===== src/rtl/cpu_ctrl.sv =====
// Instruction sequencer for the 4-bit CPU: steps FETCH->DECODE->EXEC->WB,
// decodes the datapath strobes from the state and latched opcode, and counts retired instructions.
module cpu_ctrl #(
    parameter int CNT_W = 8
) (
    input  logic             clk,
    input  logic             rst_n,
    input  logic             run,
    input  logic             resume,
    input  logic [3:0]       opcode,
    input  logic             zero,
    input  logic             carry,
    output logic             ir_ld,
    output logic             pc_inc,
    output logic             pc_ld,
    output logic             mem_rd,
    output logic             mem_wr,
    output logic [3:0]       alu_op,
    output logic             acc_sync,
    output logic             acc_we,
    output logic             halted,
    output logic             busy,
    output logic [CNT_W-1:0] retired,
    output logic [2:0]       state_dbg
);

    typedef enum logic [2:0] {
        S_IDLE   = 3'd0,
        S_FETCH  = 3'd1,
        S_DECODE = 3'd2,
        S_EXEC   = 3'd3,
        S_WB     = 3'd4,
        S_HALT   = 3'd5
    } state_t;

    localparam logic [3:0] OP_STA = 4'h2;
    localparam logic [3:0] OP_JMP = 4'h9;
    localparam logic [3:0] OP_JZ  = 4'hA;
    localparam logic [3:0] OP_JC  = 4'hB;
    localparam logic [3:0] OP_HLT = 4'hF;

    localparam logic [CNT_W-1:0] CNT_ONE = {{(CNT_W-1){1'b0}}, 1'b1};
    localparam logic [CNT_W-1:0] CNT_MAX = {CNT_W{1'b1}};

    state_t     state;
    logic [3:0] op_q;
    logic       is_acc;
    logic       is_mem;

    // run is a level sampled only at instruction boundaries (IDLE, WB, leaving HALT);
    // resume is a one-cycle pulse that matters only while in HALT.
    always_ff @(posedge clk or negedge rst_n) begin
        if (!rst_n) begin
            state   <= S_IDLE;
            op_q    <= 4'h0;
            retired <= '0;
        end else begin
            case (state)
                S_IDLE: begin
                    if (run) state <= S_FETCH;
                end
                S_FETCH: begin
                    state <= S_DECODE;
                end
                S_DECODE: begin
                    op_q  <= opcode;
                    state <= (opcode == OP_HLT) ? S_HALT : S_EXEC;
                end
                S_EXEC: begin
                    state <= S_WB;
                end
                S_WB: begin
                    if (retired != CNT_MAX) retired <= retired + CNT_ONE;
                    state <= run ? S_FETCH : S_IDLE;
                end
                S_HALT: begin
                    if (resume) begin
                        if (retired != CNT_MAX) retired <= retired + CNT_ONE;
                        state <= run ? S_FETCH : S_IDLE;
                    end
                end
                default: begin
                    state <= S_IDLE;
                end
            endcase
        end
    end

    // Opcode classes; reserved 4'hE falls into neither and behaves as NOP.
    always_comb begin
        is_acc = 1'b0;
        is_mem = 1'b0;
        case (op_q)
            4'h1, 4'h3, 4'h4, 4'h5, 4'h6, 4'h7: begin
                is_acc = 1'b1;
                is_mem = 1'b1;
            end
            4'h8, 4'hC, 4'hD: begin
                is_acc = 1'b1;
            end
            default: begin
                is_acc = 1'b0;
                is_mem = 1'b0;
            end
        endcase
    end

    always_comb begin
        ir_ld    = 1'b0;
        pc_inc   = 1'b0;
        pc_ld    = 1'b0;
        mem_rd   = 1'b0;
        mem_wr   = 1'b0;
        alu_op   = 4'h0;
        acc_sync = 1'b0;
        acc_we   = 1'b0;
        halted   = 1'b0;
        busy     = 1'b0;
        case (state)
            S_FETCH: begin
                ir_ld  = 1'b1;
                mem_rd = 1'b1;
                pc_inc = 1'b1;
                busy   = 1'b1;
            end
            S_DECODE: begin
                busy = 1'b1;
            end
            S_EXEC: begin
                busy     = 1'b1;
                alu_op   = op_q;
                mem_rd   = is_mem;
                mem_wr   = (op_q == OP_STA);
                acc_sync = is_acc;
                // Branch flags are live inputs here, not latched copies.
                pc_ld    = (op_q == OP_JMP) ||
                           ((op_q == OP_JZ) && zero) ||
                           ((op_q == OP_JC) && carry);
            end
            S_WB: begin
                busy   = 1'b1;
                acc_we = is_acc;
            end
            S_HALT: begin
                halted = 1'b1;
            end
            default: begin
                busy = 1'b0;
            end
        endcase
    end

    assign state_dbg = state;

endmodule


===== config.mk =====
export PLATFORM = sky130hd
export DESIGN_NAME = cpu_ctrl
export DESIGN_NICKNAME = d
export VERILOG_FILES = /design/src/rtl/cpu_ctrl.sv
export SDC_FILE = /design/constraint.sdc
export NUM_CORES = 1
export LEC_CHECK = 0
export CAP_MARGIN = 20
export CORE_UTILIZATION = 45
export DETAILED_ROUTE_END_ITERATION = 10
export GPL_TIMING_DRIVEN = 1
export PLACE_DENSITY = 0.82
export REMOVE_ABC_BUFFERS = 1
export SETUP_SLACK_MARGIN = 0.3
export SLEW_MARGIN = 20
export SYNTH_ARGS = -nofsm -noshare
export SYNTH_HDL_FRONTEND = slang
export SYNTH_SLANG_ARGS = --single-unit

===== constraint.sdc =====
create_clock -name clk -period 3.47 [get_ports clk]
set_input_delay 0.694 -clock clk [delete_from_list [all_inputs] [get_ports clk]]
set_output_delay 0.694 -clock clk [all_outputs]
set_load 0.01 [all_outputs]

# Word level (Yosys, flattened, before mapping)
# Index checks and enable logic that the tools add are counted.
# classes
div	0
eq_ne	22
n_lt_le_gt_ge	0
shifts	0
bitwise_logic	0
n_addsub	1
n_reduce_logical	11
n_mul	0
n_mux	19
# ops
operator	count
4-bit == test (second input constant)	7
3-bit case mux with 6 select lines	1
4-bit by 3-bit == test with 1-bit output (second input constant)	4
8-bit 2-to-1 mux	2
8-bit case mux with 2 select lines	1
1-bit 2-to-1 mux	10
3-bit 2-to-1 mux	3
9-bit OR reduction	1
8-bit by 1-bit adder with 8-bit output (second input constant)	1
4-bit by 2-bit == test with 1-bit output (second input constant)	2
8-bit inequality test (second input constant)	1
3-bit by 2-bit == test with 1-bit output (second input constant)	2
3-bit == test (second input constant)	2
6-bit OR reduction	1
4-bit by 1-bit == test with 1-bit output (second input constant)	1
4-bit 2-to-1 mux	1
2-bit inequality test (second input constant)	2
2-bit AND reduction	2
4-bit OR reduction	1
3-bit by 1-bit == test with 1-bit output (second input constant)	1
3-bit logical NOT	1
1-bit logical AND	2
1-bit logical OR	2
1-bit case mux with 2 select lines	1
2-bit nonzero test	1
# word_totals
ff_bits	15
latch_bits	0
wordCells	56
mem_bits_rw	0
out_inout_bits	24
n_memories	0
rom_bits	0

# Depth between registers and ports, before layout
# Gate-level depths: netlist of run 1.
# depth
ltp_word	5
depth_mapped	5

# Worst setup path after synthesis of run 1
# OpenSTA, ideal clock, no wires.
# synth_path
path_type	register to output
startpoint	register state[2] (netlist: state_dbg[2])
endpoint	output port pc_ld
required_ps	2776
path_stages_with_launch	6
t_arrival_ps	1545
path_slack_ps	1231
n_path_buf	1
cell_sequence	dfrtp_1 buf_2 nand2b_1 nor2_1 and2_1 nor4b_1
# synth_between
elab_chain_len	2
# synth_rtl
item	line	source
start: declaration	45	state_t state;
start signal: assignment	67	state <= (opcode == OP_HLT) ? S_HALT : S_EXEC;
start signal: assignment	74	state <= run ? S_FETCH : S_IDLE;
start signal: assignment	79	state <= run ? S_FETCH : S_IDLE;
3-bit by 2-bit == test with 1-bit output	119	case (state)
1-bit 2-to-1 mux	119	
end: declaration	15	output logic pc_ld,
# No other way between the ends.

# Final worst setup path of run 1
# Same ends and word-level chain as after synthesis.

==> results.tsv, run 1 <==
stage	metric	value	unit
run_status	status	finished, final reports clean	
hold_path	Hold EP	retired[6]	
hold_path	Min-Delay Path Class	reg -> reg	
timing	worst clock skew	0.00430	ns
worst_setup_path	CP startpoint kind	register	
clock_network	later-pin clock latency in the skew report	0.29	ns
timing	final period utilization	84.6	%
pwr	Peak supply drop	526	uV
floorplan	Core ar.	1780	sq um
worst_setup_path	cell at the slowest stage of the critical path	clkdlybuf4s50_1	
placed_design	IO Port Bufs	33	
drt	Starting DRT DRC Count	6	
global_routing	Total GRT Usage	19.1	%
pwr	Clk pwr share	10.2	%
logic_synthesis	Mean Syn Cell Area	9.83	sq um
cells_and_area	Antenna Cells	0	
timing	worst-margin pin slew	0.676	ns
drt	Via density	5.01	
worst_setup_path	Stages on worst setup path	5	
placed_design	GP Congestion	0.765	
clock_network	CTS sink cnt	15	
cells_and_area	Design Area, Final	1230	sq um
worst_setup_path	Reg2Reg Capture Point	retired[1]	
timing	Tmin final	2.94	ns
logic_synthesis	mux cell area share after synthesis	7.58	%
floorplan	Cell Rows	15	
cells_and_area	nets	134	
worst_setup_path	reg2reg start	retired[0]	
global_routing	GR Overflow Total	0	
clock_network	CTS tree	done	
logic_synthesis	synth top area cells	dfrtp_1 (43%), mux2_2 (6.4%), xnor2_1 (5.0%)	
worst_setup_path	biggest cell delay along the critical path	0.59	ns
logic_synthesis	post-synth top area share	42.9	%
global_routing	largest net degree at the start of global routing	16	
logic_synthesis	post-synth top area cell	dfrtp_1	
timing	RSZ-0062 raised after global routing	false	
timing	Final Hold Fails	0	
worst_setup_path	critical path arrival	2.24	ns
pwr	logic gate share of total power	53.6	%
worst_setup_path	flop2flop setup slack	1.83	ns
timing	Final Worst Setup Slack	0.533	ns
run	max-cap violation count	0	
drt	Routed WL	1790	um
pwr	switching fraction of total power	39.3	%
clock_network	Clock Pin Slew Worst Setup and Hold Paths	0.09	ns
cells_and_area	Filler cells	137	
floorplan	Initial Util	49.1	%
drt	Final ANT Viol Nets	0	
timing	sum of negative setup slack	0	ns
cells_and_area	Area Overhead vs Synth	41.2	%
drt	drt wl/cell	12.2	um
worst_setup_path	crit path max fanout	9	
timing	FMAX	0.341	GHz
floorplan	Die ar.	2120	sq um
global_routing	antenna violations before repair	0	
drt	Residual DRC	0	
pwr	Int Pwr	0.000610	W
timing	Final setup violation count	0	
drt	vias	737	
logic_synthesis	post-synthesis sequential area ratio	42.9	%
worst_setup_path	WP buf/inv	1	
logic_synthesis	largest family of logic cells by synthesized area	simple AND/OR/NAND/NOR gates	
hold_path	HP Start	retired[6]	
clock_network	Resized cells post-CTS	0	
pwr	NetSw	0.000394	W
worst_setup_path	crit end category	output pin	
clock_network	clk root buf	clkbuf_4	
worst_setup_path	CP Class	reg -> out	
logic_synthesis	simple-gate portion of the synthesized area	26.3	%
worst_setup_path	Worst Path Required	2.78	ns
clock_network	Num CTS Buffers	3	
floorplan	die height	46.1	um
worst_setup_path	CP cell instances	nand2b_1 > nor2_1 > and2_1 > nor4b_1 > clkdlybuf4s50_1	
drt	DRT Pass-1 Iters	4	
floorplan	Die W	46.1	um
pwr	Flop pwr share	36.2	%
timing	max_slew headroom	54.8	%
logic_synthesis	Post-Synth XOR/XNOR Area	7.01	%
pwr	Pwr Density	813	nW/um^2
logic_synthesis	Post-Synth Adder-Cell Area	1.43	%
cells_and_area	share of layout cells above drive strength 1	11.5	%
placed_design	pre-CTS setup slack	0.616	ns
logic_synthesis	#FFs+latches synth	15	
worst_setup_path	delay-heaviest family, CP	simple AND/OR/NAND/NOR gates	
clock_network	Post-CTS Setup Bufs	0	
placed_design	post-detail-place hpwl	1400	um
timing	Final Max Tran Viols	0	
logic_synthesis	synthesized area	875	sq um
global_routing	vias in the first global route	634	
clock_network	cts hold-fix bufs	0	
logic_synthesis	Yosys warning count	0	
clock_network	CTS Buffer Depth	2	
placed_design	Post-DP Area	1200	sq um
global_routing	global-route wire length before repair	2830	um
logic_synthesis	Synth Area in Compound Gates	9.44	%
logic_synthesis	count of different cell masters after synthesis	36	
pwr	leakage power	0.502	nW
logic_synthesis	Gate Count Post-Synth	89	
floorplan	total I/O pin count	34	
clock_network	CTS H-tree lvls	1	
hold_path	Hold Crit Depth	1	
worst_setup_path	R2R cell count	4	
[layout make-up]
cell class,instances,area (sq um),area share [%]
Multi-Input combinational cell,66,453,36.7
Sequential cell,15,375,30.4
Timing Repair Buffer,33,330,26.7
Tap cell,25,31.3,2.53
Clock buffer,3,22.5,1.82
Inverter,4,15.0,1.22
Clock inverter,1,7.51,0.608
[layer usage]
layer,track usage (%),share of wire (%),routed length [um],vias up
li1,-,-,-,381
met1,25.7,48,851,332
met2,28.7,46,826,21
met3,5.88,4.8,86,3
met4,7.06,1.3,23,0
met5,0,0,0,-
[how the worst max path moves through the flow]
stage             to  slack, ns    startpoint
6_report       pc_ld       0.53  state_dbg[2]
5_1_grt        pc_ld       0.38  state_dbg[2]
4_1_cts        pc_ld       0.51  state_dbg[2]
3_5_place_dp   pc_ld       0.62         carry
3_3_place_gp   pc_ld       0.67         carry
2_1_floorplan  pc_ld       1.27  state_dbg[2]
[power by group through the flow]
| stage | Sequential [W] | Combinational (W) | Clock [W] |
|---|---|---|---|
| finish | 0.000364 | 0.000538 | 0.000103 |
| CTS | 0.000363 | 0.000544 | 0.000109 |
| floorplan | 0.000362 | 0.000279 | 0 |
| global route | 0.000380 | 0.000592 | 0.000115 |
| detailed placement | 0.000367 | 0.000543 | 0 |
| global placement | 0.000363 | 0.000533 | 0 |
[sequential cells by signal, indices dropped and copies added (netlist names)]
register and count:
retired 8, state_dbg 3, op_q 4
[per-stage QoR]
stage	power, W	hold WS, ns	cells	utilization, %
after CTS	0.00102	0.536	147	69.3
after floorplan	0.000641	0.398	85	-
final	0.00100	0.532	147	69.3
after detailed placement	0.000911	0.521	143	67.6
after global placement	0.000895	0.517	143	67.6
after global routing	0.00109	0.556	147	69.3
[cell usage in the layout, fill, tap and decap left out, types with 2 or more instances in the layout]
cell and instances:
nand2_1 5, nand2b_1 2, o21ai_0 2, mux2_2 5, clkdlybuf4s50_1 33, clkbuf_4 3
nor2_1 8, xnor2_1 5, o211ai_1 2, and2_1 4, nor3_1 2, xor2_1 2
inv_1 4, and3b_1 2, a21oi_1 4, nand3_1 4, nand4_1 2, dfrtp_1 15
[cell usage after synthesis]
| library cell | count |
|---|---|
| o31ai_1 | 1 |
| and3_1 | 1 |
| nor2_1 | 8 |
| xor2_1 | 2 |
| nor2b_1 | 1 |
| ha_1 | 1 |
| and3b_1 | 2 |
| nor4_1 | 1 |
| o211ai_1 | 2 |
| dfrtp_1 | 15 |
| and2_1 | 4 |
| o21a_1 | 1 |
| inv_1 | 4 |
| xnor2_1 | 5 |
| or2_2 | 1 |
| a21oi_1 | 4 |
| buf_4 | 2 |
| or4b_4 | 1 |
| or2b_1 | 1 |
| buf_2 | 1 |
| mux2i_1 | 1 |
| nand2b_4 | 1 |
| nand4_1 | 2 |
| nor3_1 | 2 |
| buf_6 | 1 |
| o21ai_0 | 2 |
| mux2_2 | 5 |
| nand3_1 | 4 |
| nand2b_1 | 2 |
| and2b_2 | 1 |
| o22ai_1 | 1 |
| a41oi_1 | 1 |
| a211oi_1 | 1 |
| nor2_2 | 1 |
| nand2_1 | 5 |
| nor4b_1 | 1 |
[cells by family after synthesis]
| group | after synthesis |
|---|---|
| and+or+nand+nor | 39 |
| adders and majority gates | 1 |
| AOI/OAI and AO/OA | 13 |
| buffers and inverters | 8 |
| xor gates and xnor gates | 7 |
| DFF | 15 |
| muxes | 6 |
No activity file was read; power rests on OpenSTA's default activity.
==> run 2, diff against run 1 <==
--- a/config.mk
+++ b/config.mk
@@ -6,10 +6,10 @@
 export NUM_CORES = 1
 export LEC_CHECK = 0
 export CAP_MARGIN = 20
-export CORE_UTILIZATION = 45
+export CORE_UTILIZATION = 42
 export DETAILED_ROUTE_END_ITERATION = 10
 export GPL_TIMING_DRIVEN = 1
-export PLACE_DENSITY = 0.82
+export PLACE_DENSITY = 0.77
 export REMOVE_ABC_BUFFERS = 1
 export SETUP_SLACK_MARGIN = 0.3
 export SLEW_MARGIN = 20
==> constraint.sdc (replaced) <==
create_clock -name clk -period 3 [get_ports clk]
set_input_delay 0.6 -clock clk [delete_from_list [all_inputs] [get_ports clk]]
set_output_delay 0.6 -clock clk [all_outputs]
set_load 0.01 [all_outputs]
==> run 2 against run 1 <==
Sequential share of layout area rose by 0.14 points. Die area rose by 6.8%. Utilization fell by 6.2 points. Clock skew fell by 0.0037 ns. Worst hold slack got worse by 0.0043 ns. Critical endpoint is now mem_wr. Largest power group unchanged.
==> results.tsv, run 2 (synthesis gave the netlist of run 1 again) <==
stage	metric	value	unit
run_status	status	finished, final reports clean	
worst_setup_path	biggest cell delay along the critical path	0.53	ns
clock_network	CTS H-tree lvls	1	
timing	Final Max Tran Viols	0	
drt	drt wl/cell	12.6	um
pwr	Pwr Density	943	nW/um^2
clock_network	CTS Buffer Depth	2	
clock_network	clk root buf	clkbuf_4	
hold_path	Min-Delay Path Class	reg -> reg	
timing	max_slew headroom	56.5	%
timing	Final setup violation count	0	
global_routing	antenna violations before repair	0	
pwr	leakage power	0.505	nW
clock_network	later-pin clock latency in the skew report	0.28	ns
timing	worst-margin pin slew	0.651	ns
floorplan	Core ar.	1960	sq um
worst_setup_path	CP startpoint kind	register	
cells_and_area	nets	134	
cells_and_area	most frequent cells in the layout	clkdlybuf4s50_1 (32), dfrtp_1 (13), nor2_1 (7)	
cells_and_area	Area Overhead vs Synth	41.5	%
timing	worst clock skew	0.000562	ns
pwr	Peak supply drop	588	uV
floorplan	die height	47.6	um
cells_and_area	Filler cells	191	
cells_and_area	Antenna Cells	0	
cells_and_area	final core occ	63.1	%
clock_network	CTS sink cnt	15	
timing	sum of negative setup slack	0	ns
worst_setup_path	crit path max fanout	9	
global_routing	largest net degree at the start of global routing	16	
floorplan	Cell Rows	16	
drt	DRT Pass-1 Iters	4	
floorplan	Initial Util	44.6	%
timing	Final Hold Fails	0	
floorplan	Die ar.	2270	sq um
drt	Residual DRC	0	
drt	Starting DRT DRC Count	2	
worst_setup_path	CP Class	reg -> out	
placed_design	IO Port Bufs	33	
cells_and_area	non-filler cells, final	149	
floorplan	total I/O pin count	34	
placed_design	post-detail-place hpwl	1450	um
cells_and_area	most common cell after layout, fill and taps aside	clkdlybuf4s50_1	
timing	RSZ-0062 raised after global routing	false	
cells_and_area	max reg flops	8	
global_routing	Total GRT Usage	17.4	%
placed_design	Placed Cells	145	
clock_network	Num CTS Buffers	3	
floorplan	Die W	47.6	um
drt	Via density	5.17	
worst_setup_path	crit end category	output pin	
cells_and_area	share of layout cells above drive strength 1	13.1	%
worst_setup_path	CP cell instances	nand2b_1 > nor2_2 > and2_1 > and3b_1 > clkdlybuf4s50_1	
global_routing	vias in the first global route	673	
drt	vias	771	
drt	Final ANT Viol Nets	0	
clock_network	Clock Pin Slew Worst Setup and Hold Paths	0.09	ns
run	max-cap violation count	0	
worst_setup_path	cell at the slowest stage of the critical path	clkdlybuf4s50_1	
worst_setup_path	Worst Path Required	2.40	ns
global_routing	GR Overflow Total	0	
timing	final period utilization	86.1	%
placed_design	GP Congestion	0.721	
timing	FMAX	0.387	GHz
timing	Tmin final	2.58	ns
cells_and_area	Top reg by flops	retired	
global_routing	global-route wire length before repair	2740	um
worst_setup_path	critical path arrival	1.98	ns
drt	Routed WL	1880	um
clock_network	CTS tree	done	
cells_and_area	area of the multi-input gates	455	sq um
cells_and_area	register area	378	sq um
[run 2: changes by cell type in the layout (fill, tap and decap cells not counted)]
| cell | previous run | this run |
|---|---|---|
| dlygate4sd2_1 | 0 | 1 |
| nor2_1 | 8 | 7 |
| nor2_2 | 1 | 2 |
| dfrtp_2 | 0 | 2 |
| clkbuf_1 | 0 | 1 |
| clkinvlp_4 | 1 | 0 |
| dfrtp_1 | 15 | 13 |
| clkdlybuf4s50_1 | 33 | 32 |
[run 2: critical path, delay by kind of cell, from the launching register on]
kind	cells	cell delay, ns
buffers and inverters	1	0.53
DFF	1	0.48
and+or+nand+nor	4	0.70
[run 2: routing by layer]
metal | up-vias | wire length (um) | track usage, %
met2 | 29 | 936 | 30.4
met5 | - | 0 | 0
li1 | 377 | - | -
met4 | 0 | 10 | 8.33
met1 | 363 | 809 | 20.7
met3 | 2 | 120 | 3.02
[run 2: area by class of cell]
type / instances / share of cell area [%]
multi-input cells: 66 / 36.8
inverters: 4 / 1.21
well taps: 27 / 2.73
clock buffers: 4 / 2.12
flip-flops and latches: 15 / 30.5
repair buffers: 33 / 26.6
[run 2: report_power, final]
part,internal [W],leakage [nW],switching [W],total [W]
Sequential,0.000286,0.179,0.000137,0.000422
Clock,0.0000515,0.0150,0.0000631,0.000115
Combinational,0.000373,0.312,0.000257,0.000630
Total,0.000710,0.505,0.000457,0.00117
[run 2: metrics by stage]
stage	setup slack, ns	hold WS [ns]	instance area (sq um)	total power, W
after floorplan	0.890	0.304	843	0.000742
after global placement	0.386	0.509	1210	0.00104
after detailed placement	0.330	0.508	1210	0.00106
after CTS	0.354	0.526	1230	0.00117
after global routing	0.321	0.568	1240	0.00125
final	0.417	0.528	1240	0.00117
[run 2: repair_timing]
| action | 4_1_cts | 5_1_grt |
|---|---|---|
| pin swaps | 0 | 0 |
| endpoints found under the setup margin | 1 | 2 |
| hold buffers | 0 | 0 |
| cloned | 0 | 0 |
| resized for setup | 3 | 1 |
| buffers inserted | 0 | 0 |
[run 2: final timing paths]
kind	start	endpoint	slack (ns)	cells past startpoint
hold reg to reg	retired[6]	retired[6]	0.53	1
hold / removal	retired[6]	retired[6]	0.53	1
max in group asynchronous	rst_n	state_dbg[0]	1.83	1
min in group asynchronous	rst_n	retired[6]	0.72	1
setup reg to reg	retired[0]	retired[1]	1.37	4
setup / recovery	state_dbg[2]	mem_wr	0.42	5
